==> src/rtl/cache_valid_array.sv <==
// cache_valid_array
//   Valid-bit store for the L1 data cache: one NUM_WAY-bit valid vector per
//   set, indexed by the same set index as the tag array. Supports masked
//   writes, a registered read with a first-invalid-way hint, and an
//   invalidate-all sweep. The sweep runs automatically after reset.
//
// Ports
//   clk          clock, all state changes on the rising edge
//   rst          synchronous active-high reset
//   mem_en       access enable
//   rd_wr        0 = read, 1 = write
//   addr         access address, set index = addr[SET_BITS-1:0]
//   wr_mask      per-way write enable
//   data_in      per-way write data
//   data_out     registered read vector
//   first_inv    lowest invalid way of the last read vector (0 if none)
//   all_valid    every way of the last read vector is valid
//   inv_all_req  single-cycle request to clear all valid bits
//   inv_busy     sweep in progress, accesses ignored
//   inv_done     one-cycle pulse on the final sweep cycle
//
// state  | meaning
// -------+-----------------------------------------------------------
// IDLE   | accesses accepted, inv_all_req starts a sweep
// SWEEP  | one set cleared per cycle, accesses and requests ignored

module cache_valid_array #(
  parameter int NUM_WAY  = 8,
  parameter int NUM_SET  = 128,
  parameter int SET_BITS = $clog2(NUM_SET),
  parameter int WAY_BITS = (NUM_WAY > 1) ? $clog2(NUM_WAY) : 1
) (
  input  logic                clk,
  input  logic                rst,
  input  logic                mem_en,
  input  logic                rd_wr,
  input  logic [31:0]         addr,
  input  logic [NUM_WAY-1:0]  wr_mask,
  input  logic [NUM_WAY-1:0]  data_in,
  output logic [NUM_WAY-1:0]  data_out,
  output logic [WAY_BITS-1:0] first_inv,
  output logic                all_valid,
  input  logic                inv_all_req,
  output logic                inv_busy,
  output logic                inv_done
);

  typedef enum logic {ST_IDLE, ST_SWEEP} state_t;

  state_t              state;
  logic [SET_BITS-1:0] sweep_cnt;
  logic [SET_BITS-1:0] idx;
  logic [NUM_WAY-1:0]  mem [NUM_SET];
  logic [NUM_WAY-1:0]  rd_vec;
  logic [WAY_BITS-1:0] rd_first_inv;
  logic                access;
  logic                do_read;
  logic                do_write;
  logic                last_clear;
  logic                pre_last_clear;
  logic                unused_addr;

  assign idx         = addr[SET_BITS-1:0];
  assign unused_addr = ^addr[31:SET_BITS];
  assign rd_vec      = mem[idx];

  // An invalidate request in IDLE takes priority and drops a same-cycle access.
  assign access   = (state == ST_IDLE) && mem_en && !inv_all_req;
  assign do_read  = access && !rd_wr;
  assign do_write = access && rd_wr;

  assign last_clear     = (sweep_cnt == SET_BITS'(NUM_SET - 1));
  assign pre_last_clear = (sweep_cnt == SET_BITS'(NUM_SET - 2));

  always_comb begin
    rd_first_inv = '0;
    for (int i = NUM_WAY - 1; i >= 0; i--) begin
      if (!rd_vec[i]) rd_first_inv = WAY_BITS'(i);
    end
  end

  // Storage is deliberately not reset; the post-reset sweep initialises it.
  always_ff @(posedge clk) begin
    if (!rst) begin
      if (state == ST_SWEEP) begin
        mem[sweep_cnt] <= '0;
      end else if (do_write) begin
        mem[idx] <= (rd_vec & ~wr_mask) | (data_in & wr_mask);
      end
    end
  end

  always_ff @(posedge clk) begin
    if (rst) begin
      state     <= ST_SWEEP;
      sweep_cnt <= '0;
      inv_busy  <= 1'b1;
      inv_done  <= 1'b0;
      data_out  <= '0;
      first_inv <= '0;
      all_valid <= 1'b0;
    end else begin
      case (state)
        ST_IDLE: begin
          inv_done <= 1'b0;
          if (inv_all_req) begin
            state     <= ST_SWEEP;
            sweep_cnt <= '0;
            inv_busy  <= 1'b1;
          end else if (do_read) begin
            data_out  <= rd_vec;
            first_inv <= rd_first_inv;
            all_valid <= &rd_vec;
          end
        end
        ST_SWEEP: begin
          // inv_done is registered one cycle early so it is high during the
          // cycle in which the last set is cleared.
          inv_done <= pre_last_clear;
          if (last_clear) begin
            state    <= ST_IDLE;
            inv_busy <= 1'b0;
          end else begin
            sweep_cnt <= sweep_cnt + SET_BITS'(1);
          end
        end
        default: begin
          state     <= ST_SWEEP;
          sweep_cnt <= '0;
          inv_busy  <= 1'b1;
          inv_done  <= 1'b0;
        end
      endcase
    end
  end

endmodule

==> config.mk <==
export PLATFORM = sky130hd
export DESIGN_NAME = cache_valid_array
export DESIGN_NICKNAME = d
export VERILOG_FILES = /design/src/rtl/cache_valid_array.sv
export SDC_FILE = /design/constraint.sdc
export NUM_CORES = 1
export LEC_CHECK = 0
export CAP_MARGIN = 5
export CORE_MARGIN = 2
export CORE_UTILIZATION = 42
export CTS_CLUSTER_DIAMETER = 60
export DETAILED_ROUTE_END_ITERATION = 8
export REMOVE_ABC_BUFFERS = 1
export SLEW_MARGIN = 40
export SYNTH_ARGS = -nofsm -noshare
export SYNTH_HDL_FRONTEND = slang
export SYNTH_SLANG_ARGS = --single-unit
==> constraint.sdc <==
create_clock -name clk -period 8.6 [get_ports clk]
set_input_delay 1.72 -clock clk [delete_from_list [all_inputs] [get_ports clk]]
set_output_delay 1.72 -clock clk [all_outputs]
set_load 0.01 [all_outputs]
# Word-level counts from Yosys, hierarchy flattened
# Memory sizes are Yosys's and may differ from the RTL's.
# Index checks and enable logic that the tools add are counted.
[totals] reg_bits=22 ramBits=1024 input_bits=53 out_inout_bits=14 word_cells=59 mem_count=1
[mem_list] name="mem" words=128 word_bits=8 read_ports=1 rd_clocked_by_memory_dff=0 wr=1 line_no="53" source="logic [NUM_WAY-1:0] mem [NUM_SET];"
[classes] addsub=1 n_eq_ne=5 muxes=28 n_bitwise=6 reduce_logical=11
[ops] cell="3-bit 2-to-1 mux" count=8
[ops] cell="7-bit 2-to-1 mux" count=3
[ops] cell="8-bit bitwise AND" count=2
[ops] cell="7-bit == test, second input constant" count=2
[ops] cell="7-bit one-hot mux with 2 select lines" count=1
[ops] cell="1-bit 2-to-1 mux" count=12
[ops] cell="8-bit 2-to-1 mux" count=1
[ops] cell="8-bit inverter" count=1
[ops] cell="8-bit bitwise OR" count=1
[ops] cell="8-bit AND reduction" count=1
[ops] cell="8-bit OR reduction" count=1
[ops] cell="7-bit by 1-bit adder with 7-bit output, second input constant" count=1
[ops] cell="1-bit one-hot mux with 2 select lines" count=3
[ops] cell="1-bit logical AND" count=4
[ops] cell="2-bit != test, second input constant" count=2
[ops] cell="2-bit AND reduction" count=2
[ops] cell="3-bit AND reduction" count=1
[ops] cell="1-bit logical NOT" count=2
[ops] cell="2-bit by 1-bit != test with 1-bit output, second input constant" count=1
[ops] cell="1-bit inverter" count=2

# Longest topological paths before layout
# Gate-level depths: netlist of the first run.
[logic_depth] word_depth=10 mapped_depth=14 depth_no_buf=8

# Worst setup path before layout of the first run
# Ideal clock, no wire load.
[synth_timing] kind="input-to-reg" startpoint="in addr[1]" endpoint="mem mem[0][1] (data pin)" arrival_ns=6.658 t_required_ns=7.804 setup_slack_ns=1.146 stages=10 n_path_buf=3 path_cell_list="buf_2 > buf_2 > buf_1 > mux4_2 > mux2i_1 > o221ai_1 > o2111ai_1 > a2111oi_2 > mux2i_1 > nor2_1"
[synth_between] elab_chain_cells=4
[synth_rtl] item="start, declared" line_no="37" source="input logic [31:0] addr,"
[synth_rtl] item="memory 128 x 8 bit"
[synth_rtl] item="8-bit bitwise AND" line_no="88" source="mem[idx] <= (rd_vec & ~wr_mask) | (data_in & wr_mask);"
[synth_rtl] item="8-bit bitwise OR" line_no="88"
[synth_rtl] item="8-bit 2-to-1 mux (no source line)"
[synth_rtl] item="end, declared" line_no="53"
# No other way between the ends.

# Worst setup path in the final report of the first run
[layout_timing] startpoint="in addr[4]" endpoint="mem mem[80][1] (data pin)"
# Same word-level chain as after synthesis.

==> metrics.md, run 1 <==
| Metric | Value |
|---|---|
| Status | `finished, final reports clean` |
| Pwr dens | `225 nW/µm²` |
| CP Launch Type | `input pin` |
| Max-slew headroom | `0.395` |
| Worst stage delay on the critical path | `0.88 ns` |
| Setup ws final | `2.68 ns` |
| Largest area contributor in the netlist | `edfxtp_1` |
| Synth top area cells | `edfxtp_1 75%, mux4_2 16%, nor2_1 1.7%, dfxtp_1 1.1%, mux2i_1 0.63%` |
| CP endpoint kind | `flip-flop` |
| H-tree depth | `3` |
| Critical-path cell list | `clkdlybuf4s50_1 > inv_2 > buf_4 > mux2i_1 > o221ai_1 > o2111ai_1 > a2111oi_2 > buf_4 > mux2i_1 > nor2_4 > buf_12` |
| Post-synth EDFFs | `1024` |
| Asr flop ratio synth | `0` |
| Worst Skew | `0.0208 ns` |
| Global-route wire length before repair | `142000 µm` |
| Slowest CP cell | `a2111oi_2` |
| GRT Util Overall | `0.199` |
| Num CTS Buffers | `107` |
| Final Setup Violations | `0` |
| Maximum buffer depth of the clock tree | `3` |
| Critical path startpoint | `addr[4]` |
| Top post-synthesis cells by count | `1024 x edfxtp_1, 299 x mux4_2, 189 x nor2_1` |
| 1st-pass router iterations | `8` |
| Syn Area/Cell | `21.3 µm²` |
| Fin crit share | `0.688` |
| Finished Cell Area | `46900 µm²` |
| Post-synth top area share | `0.749` |
| Peak Freq | `0.169 GHz` |
| Clock root buffer | `clkbuf_16` |
| Iter 0 DRT Violations | `2206` |
| # port buffers | `41` |
| Library cells used by synthesis | `56` |
| Post-DR wirelength/cell | `29.0 µm` |
| Fin Setup TNS | `0 ns` |
| Site Rows | `114` |
| Hold Buf Count CTS | `0` |
| Worst vdd ir | `0.000171 V` |
| WP data required | `8.97 ns` |
| # nets final | `2070` |
| #FFs+latches synth | `1046` |
| DR vias | `19800` |
| Total global routing overflow | `0` |
| Antenna diodes | `0` |
| Starting Density | `0.424` |
| Post-DP Area | `43100 µm²` |
| Leakage | `16.8 nW` |
| Worst EP arrival | `6.29 ns` |
| GRT busiest layer | `met2` |
| Worst min path class | `reg2reg` |
| DRT Wirelength | `98200 µm` |
| Critical path type | `in2reg` |
| CTS tree | `built` |
| Post-CTS Setup Bufs | `0` |
| Die Wd | `317 µm` |
| Worst reg2reg setup slack | `4.51 ns` |
| Sequential share of the synthesized area | `0.759` |
| Max FO, Critical Path | `112` |
| Hold Fails Final Rpt | `0` |
| Die height | `317 µm` |
| Core Region | `96900 µm²` |
| Skew-Pair Late Insertion Delay | `0.68 ns` |
| Met3 usage | `0.0468` |
| I/O pin total | `67` |
| Global routing met1 resource utilization | `0.282` |
| Dpl ws | `2.03 ns` |
| Mapped Area | `41100 µm²` |
| Hold Worst Slack | `0.501 ns` |
| GR Util met2 | `0.309` |
| Post_cts resized | `0` |
| Most common cell in the netlist | `edfxtp_1` |
| Post-layout min period | `5.92 ns` |
| Slew Limit Fails | `0` |
| ANT nets after route | `0` |
| Full die area | `100000 µm²` |
| Clock Sink Count | `1046` |
| MaxCap Viol Count | `0` |
| Placer Congestion | `0.853` |
| Initial antenna violation count | `1` |
| Largest net degree at the start of global routing | `113` |
| Hold Startpoint | `data_out[7]$_SDFFE_PP0P_` |
| Vias in the first global route | `20200` |
| Via density | `5.84` |
| Layout cells sized above 1 | `0.301` |
| Most used DFF post-synth | `edfxtp_1` |
| Reg2reg start | `mem[38][1]$_DFFE_PP_` |
| HPWL Detailed | `60700 µm` |
| Worst slew pin tran | `0.905 ns` |
| Post-synthesis instance total | `1932` |
| Unrepaired setup endpoints after global routing | `false` |
| Synth warn | `0` |
| Area Growth Syn to Fin | `14.2%` |
| DRC | `0` |
| Clk slew on worst S/H paths | `0.06 ns` |
-- critical path, delay by kind of cell --
| kind | cells | cell delay [ns] |
|---|---|---|
| AO/OA/AOI/OAI | 3 | 1.39 |
| buffers and inverters | 5 | 2.18 |
| multiplexers | 2 | 0.36 |
| AND/OR/NAND/NOR | 1 | 0.39 |
-- cell usage in the layout (no fill, tap or decap), drive strengths merged, types with 21 or more instances in the layout --
cell           Yosys  final
edfxtp          1024   1024
mux4             299    299
nor2             189    189
clkbuf            47    141
buf               69     53
clkinv             0     40
nand2             38     38
clkdlybuf4s50      0     37
mux2i             26     26
a21oi             23     23
dfxtp             22     22
or2               21     21
-- layer usage --
metal,part of all wire,wire length (µm)
met1,0.42,41500
met2,0.47,46400
met3,0.077,7560
met4,0.028,2760
met5,0.00010,10
-- cell families after synthesis --
group,share of synthesized area
compound gates,0.0189
flops,0.759
fa+ha+maj,0.000609
buf+inv,0.0156
mux,0.171
simple gates,0.0340
-- stage by stage --
stage	power [mW]	utilization	std cells
floorplan	5.76	-	1816
global placement	5.93	0.444	3179
detailed placement	5.93	0.445	3181
CTS	10.6	0.482	3382
global route	10.9	0.484	3383
finish	10.6	0.484	3383
-- registers in the layout (all words and copies together), names as in the netlist --
| signal | flops |
|---|---|
| inv_done | 1 |
| mem | 1024 |
| first_inv | 3 |
| state | 1 |
| inv_busy | 1 |
| sweep_cnt | 7 |
| all_valid | 1 |
| data_out | 8 |
-- path summary, 6_finish.rpt --
check	endpoint	depth (start not counted)
worst max-delay path	mem[80][1]$_DFFE_PP_	11
worst min-delay path	data_out[7]$_SDFFE_PP0P_	2
worst max register to register	mem[80][1]$_DFFE_PP_	9
worst min register to register	data_out[7]$_SDFFE_PP0P_	2
-- power by group --
group | internal, mW | total, mW | leakage (nW) | switching [mW]
Sequential | 5.52 | 5.52 | 11.9 | 0.00353
Clock | 2.82 | 4.73 | 1.76 | 1.91
Combinational | 0.115 | 0.305 | 3.16 | 0.190
Total | 8.45 | 10.6 | 16.8 | 2.11
-- cell type report --
cell class                      count  area (µm²)
Timing Repair Buffer               90         906
Clock inverter                     60         684
Inverter                           11        45.0
Multi-Input combinational cell    759        9540
Sequential cell                  1046       31200
Clock buffer                      141        2930
Fill cell                        7708       50000
Tap cell                         1276        1600
Power figures use the tool's default switching activity.
==> run 2, diff against run 1 <==
clock period = 5.6 ns   (was 8.6 ns; I/O delays follow)
==> run 2 against run 1 <==
Against the previous run:
- critical path depth down 1
- sequential share of layout area down 0.42 points
- sequential power up 54%
- clock skew up 0.0088 ns
- core utilization up 0.31 points
- power up 51%
- design area up 0.63%
- first-iteration DRC count down 1.6%
- critical path type unchanged
- critical endpoint is now mem[71][3]$_DFFE_PP_
- largest cell class unchanged
- highest routed layer is now met4
==> metrics.md, run 2 (synthesis results as in run 1) <==
| Metric | Value |
|---|---|
| Vias in the first global route | `20500 (+1.3%)` |
| Iter 0 DRT Violations | `2170 (-1.6%)` |
| Via density | `5.83 (-0.22%)` |
| Post-layout min period | `4.55 ns` |
| Core Region | `96900 µm² (unchanged)` |
| Maximum buffer depth of the clock tree | `3 (unchanged)` |
| Initial antenna violation count | `0 (-1)` |
| Dpl ws | `0.495 ns (-1.54 ns)` |
| Area Growth Syn to Fin | `14.9%` |
| Global-route wire length before repair | `143000 µm (+0.36%)` |
| Setup ws final | `1.05 ns (-1.63 ns)` |
| Hold Buf Count CTS | `0 (unchanged)` |
| Num CTS Buffers | `105 (-1.9%)` |
| DRC | `0 (unchanged)` |
| Antenna diodes | `0 (unchanged)` |
| Die height | `317 µm (unchanged)` |
| Critical path type | `in2reg` |
| Worst EP arrival | `4.81 ns (-1.48 ns)` |
| Pwr dens | `337 nW/µm² (+50%)` |
| Finished Cell Area | `47200 µm² (+0.63%)` |
| CP Launch Type | `input pin` |
| Worst slew pin tran | `0.833 ns (-0.0719 ns)` |
| ANT nets after route | `0 (unchanged)` |
| Die Wd | `317 µm (unchanged)` |
| Commonest non-fill, non-tap cell in the layout | `edfxtp_1` |
| Full die area | `100000 µm² (unchanged)` |
| Post-CTS Setup Bufs | `0 (unchanged)` |
| CP endpoint kind | `flip-flop` |
| H-tree depth | `3 (unchanged)` |
| Int Power | `12.7 mW (+50%)` |
| Hold Fails Final Rpt | `0 (unchanged)` |
| Unrepaired setup endpoints after global routing | `false` |
| Worst vdd ir | `0.000310 V (+81%)` |
| CTS tree | `built` |
| Skew-Pair Late Insertion Delay | `0.68 ns (about the same)` |
| Final Setup Violations | `0 (unchanged)` |
| Worst min path class | `reg2reg` |
| DR vias | `20000 (+1.2%)` |
| Psw | `3.22 mW (+53%)` |
| Top Registers | `mem (1024), data_out (8), sweep_cnt (7)` |
| Max-slew headroom | `0.442 (+0.0470)` |
| Peak Freq | `0.220 GHz` |
| DRT Wirelength | `98200 µm (about the same)` |
| Fin crit share | `0.813` |
| Starting Density | `0.424 (unchanged)` |
| Total global routing overflow | `0 (unchanged)` |
| Post_cts resized | `0 (unchanged)` |
| Net Sw Frac | `0.202 (+0.00277)` |
| Status | `finished, final reports clean` |
| Max FO, Critical Path | `128 (+14%)` |
| 1st-pass router iterations | `8 (unchanged)` |
| WP data required | `5.86 ns (-3.11 ns)` |
| I/O pin total | `67 (unchanged)` |
| GRT Util Overall | `0.199 (about the same)` |
| Worst Skew | `0.0297 ns (+0.00882 ns)` |
| Clock root buffer | `clkbuf_16` |
| # nets final | `2123 (+2.6%)` |
| Post-DP Area | `43700 µm² (+1.4%)` |
| Hold Worst Slack | `0.482 ns (-0.0192 ns)` |
| Leakage | `17.0 nW (+1.4%)` |
| HPWL Detailed | `61900 µm (+1.9%)` |
| Clock Sink Count | `1046 (unchanged)` |
| Site Rows | `114 (unchanged)` |
| # port buffers | `41 (unchanged)` |
| Largest register FFs | `1024 (unchanged)` |
| MaxCap Viol Count | `0 (unchanged)` |
| Post-DR wirelength/cell | `28.6 µm (-1.4%)` |
| Placer Congestion | `0.890 (+4.4%)` |
| Clk pwr share | `0.436 (-0.012)` |
| Slew Limit Fails | `0 (unchanged)` |
| Largest Register | `mem` |
| Largest net degree at the start of global routing | `129 (+14%)` |
| Flop pwr share | `0.533 (+0.010)` |
| Comb power frac | `0.031 (+0.002)` |
| Layout cells sized above 1 | `0.310 (+0.00906)` |
| Most frequent cells in the layout | `1024 x edfxtp_1, 299 x mux4_2, 117 x nor2_1` |
| Clk slew on worst S/H paths | `0.06 ns (about the same)` |
run 2: changes by cell type in the layout (fill, tap and decap cells not counted), sizes merged:
cell      before  now
clkinvlp       2    5
clkbuf       141  130
bufinv        14   11
buf           53  108
clkinv        40   46
inv           15   13
run 2: power by group through the flow:
stage | registers, mW | clock network, mW | logic [mW]
2_1_floorplan | 8.64 | 0 | 0.199
3_3_place_gp | 8.64 | 0 | 0.489
3_5_place_dp | 8.64 | 0 | 0.494
4_1_cts | 8.48 | 7.03 | 0.495
5_1_grt | 8.47 | 7.35 | 0.521
6_report | 8.48 | 6.93 | 0.496
run 2: path summary, 6_finish.rpt:
check | from | to | slack (ns) | cells past startpoint
worst max-delay path | addr[0] | mem[71][3]$_DFFE_PP_ | 1.05 | 10
worst min-delay path | all_valid$_SDFFE_PP0P_ | all_valid$_SDFFE_PP0P_ | 0.48 | 2
worst max register to register | state$_SDFF_PP1_ | mem[23][7]$_DFFE_PP_ | 1.75 | 9
worst min register to register | all_valid$_SDFFE_PP0P_ | all_valid$_SDFFE_PP0P_ | 0.48 | 2
run 2: stage by stage:
stage                     std cells  power [mW]  setup TNS (ns)  utilization
after global placement         3237        9.13               0        0.450
after floorplan                1816        8.84         -961.57            -
after global routing           3431        16.3               0        0.487
after CTS                      3431        16.0               0        0.486
final                          3431        15.9               0        0.487
after detailed placement       3237        9.14               0        0.451
run 2: critical path, cell delays in order:
cell and delay [ns]:
buf_8 0.41, buf_4 0.43, mux4_2 0.54, mux4_2 0.48, mux2_2 0.35, nand2_1 0.16, nand4_1 0.33, mux2i_1 0.38
nor2_4 0.06, buf_12 0.22
run 2: cell type report:
type / instances / area (µm²)
clock buffer: 130 / 2760
sequential: 1046 / 31200
multi-input combinational: 759 / 9460
inverter: 11 / 41.3
clock inverter: 64 / 651
timing repair buffer: 145 / 1480
fill: 7719 / 49700
tap: 1276 / 1600
run 2: layer usage:
metal  GRT usage  up-vias  routed length [µm]  share of wire
met5           0        -                   0              0
met4      0.0684        0                2690          0.027
met3      0.0368      160                7030          0.072
met2       0.313      805               47100           0.48
met1       0.282    10700               41400           0.42
li1            -     8307                   -              -
==> RTL change, RTL diff (config.mk and constraints of run 2) <==
Register the output `data_out` once more, without a reset; this adds one clock of latency there. The other outputs are not delayed to match. Comments in the files are not updated.
--- a/src/rtl/cache_valid_array.sv
+++ b/src/rtl/cache_valid_array.sv
@@ -47,4 +47,6 @@
 
   typedef enum logic {ST_IDLE, ST_SWEEP} state_t;
+
+  logic [NUM_WAY-1:0] data_s0;
 
   state_t              state;
@@ -97,5 +99,5 @@
       inv_busy  <= 1'b1;
       inv_done  <= 1'b0;
-      data_out  <= '0;
+      data_s0   <= '0;
       first_inv <= '0;
       all_valid <= 1'b0;
@@ -109,5 +111,5 @@
             inv_busy  <= 1'b1;
           end else if (do_read) begin
-            data_out  <= rd_vec;
+            data_s0   <= rd_vec;
             first_inv <= rd_first_inv;
             all_valid <= &rd_vec;
@@ -135,4 +137,8 @@
   end
 
+  always_ff @(posedge clk) begin
+    data_out <= data_s0;
+  end
+
 endmodule
 
Function: not settled (the Yosys comparison gave no result); the edit may change what the design does.
==> RTL change against run 2 <==
- routed wire length up 7.9%
- global-route usage rose by 1.6 points
- sequential power rose by 0.7%
- total power increased by 1.8%
- design area up 1.0%
- worst hold slack lost 0.13 ns
- worst setup slack got worse by 0.12 ns
- maximum frequency decreased by 2.6%
- via count increased by 3.8%
- utilization is 0.56 points higher
- synthesized area is 0.14% lower
- sequential cell count grew 8
- critical endpoint is now mem[114][4]
==> RTL change: results (changes against run 2) <==
Status
  – Status: complete, no violations

Worst setup path
  – Slowest stage delay, CP: 0.99 ns (+0.45 ns)
  – CP Max Fanout: 27 (-79%)
  – Launch point of the worst path: addr[6]
  – Reg2Reg Depth: 7 (-2)
  – R2r setup slk: 1.71 ns (-0.04 ns)
  – Critical Path Slowest Stage Cell: clkdlybuf4s50_1

Yosys
  – Post-synthesis cell type count: 55 (-1.8%)
  – Synth Area in Adders: 0.0610% (+0.000084 points)
  – Post-Synth XOR/XNOR Area: 0.0427% (+0.043 points)
  – Commonest cells in the netlist: edfxtp_1 (1,024), mux4_2 (265), nor2_1 (178)
  – Post-Synthesis Cells: 1,979 (+2.4%)
  – Synth top area share: 75.0% (+0.10 points)
  – Register area share after synthesis: 76.4% (+0.49 points)

Power and ir drop
  – Clock group power: 7.07 mW (+2%)
  – P_seq: 8.54 mW (+0.7%)
  – Sw Pwr: 3.32 mW (+3.2%)
  – Power density cells: 340 nW/um^2 (+0.76%)

Detailed routing
  – Via density: 5.89 (+1.1%)
  – DR pass1 iterations: 5 (-3)
  – DR WL met3: 9270 um (+32%)
  – Iteration-0 DRC Markers: 2,421 (+12%)

Global routing
  – GR Util met2: 33.4% (+2.1 points)
  – Met3 Use GR: 4.67% (+0.99 points)
  – Overall routing resource usage: 21.5% (+1.6 points)
  – First-pass GRT wire length: 153,000 um (+7.1%)

Final layout
  – Largest regs: mem (1024), data_out (8), data_s0 (8)

Placement
  – GP Congestion: 0.858 (-3.6%)
  – Post-DP Area: 44,100 um^2 (+0.92%)
  – Dpl ws: 0.406 ns (-0.0885 ns)
  – Hpwl dp: 68,400 um (+11%)

STA
  – Clk_skew: 0.0300 ns (+0.000316 ns)
  – Hold Slack: 0.351 ns (-0.131 ns)

Clock tree
  – Total CTS buffers: 109 (+3.8%)

Min path
  – Worst hold endpoint: data_out[4]
## RTL change: cell count changes after synthesis, moves of 7 or more
cell      before  now
a22oi_1        1   47
mux4_2       299  265
clkbuf_1      47   62
o22ai_1       13   27
mux2i_1       26   38
nand2_1       38   26
a31oi_1       17    6
nor2_1       189  178
buf_6         11    1
nand4_1        2   11
o211ai_1       2   11
dfxtp_1       22   30
nor3_1        14    7
## RTL change: final cells by class
cell class | count | area, um^2 | area share [%]
clock inverter | 55 | 510 | 1.07
multi-input combinational | 800 | 9320 | 19.6
timing repair buffer | 189 | 1880 | 3.95
tap | 1276 | 1600 | 3.35
sequential | 1054 | 31400 | 65.8
clock buffer | 141 | 2980 | 6.26
inverter | 5 | 18.8 | 0.0394
## RTL change: critical path: cells and delay by family
family	cells	cell delay [ns]
multiplexers	1	0.15
AND/OR/NAND/NOR	3	1.62
buffers and inverters	4	1.81
AO/OA/AOI/OAI	1	0.37
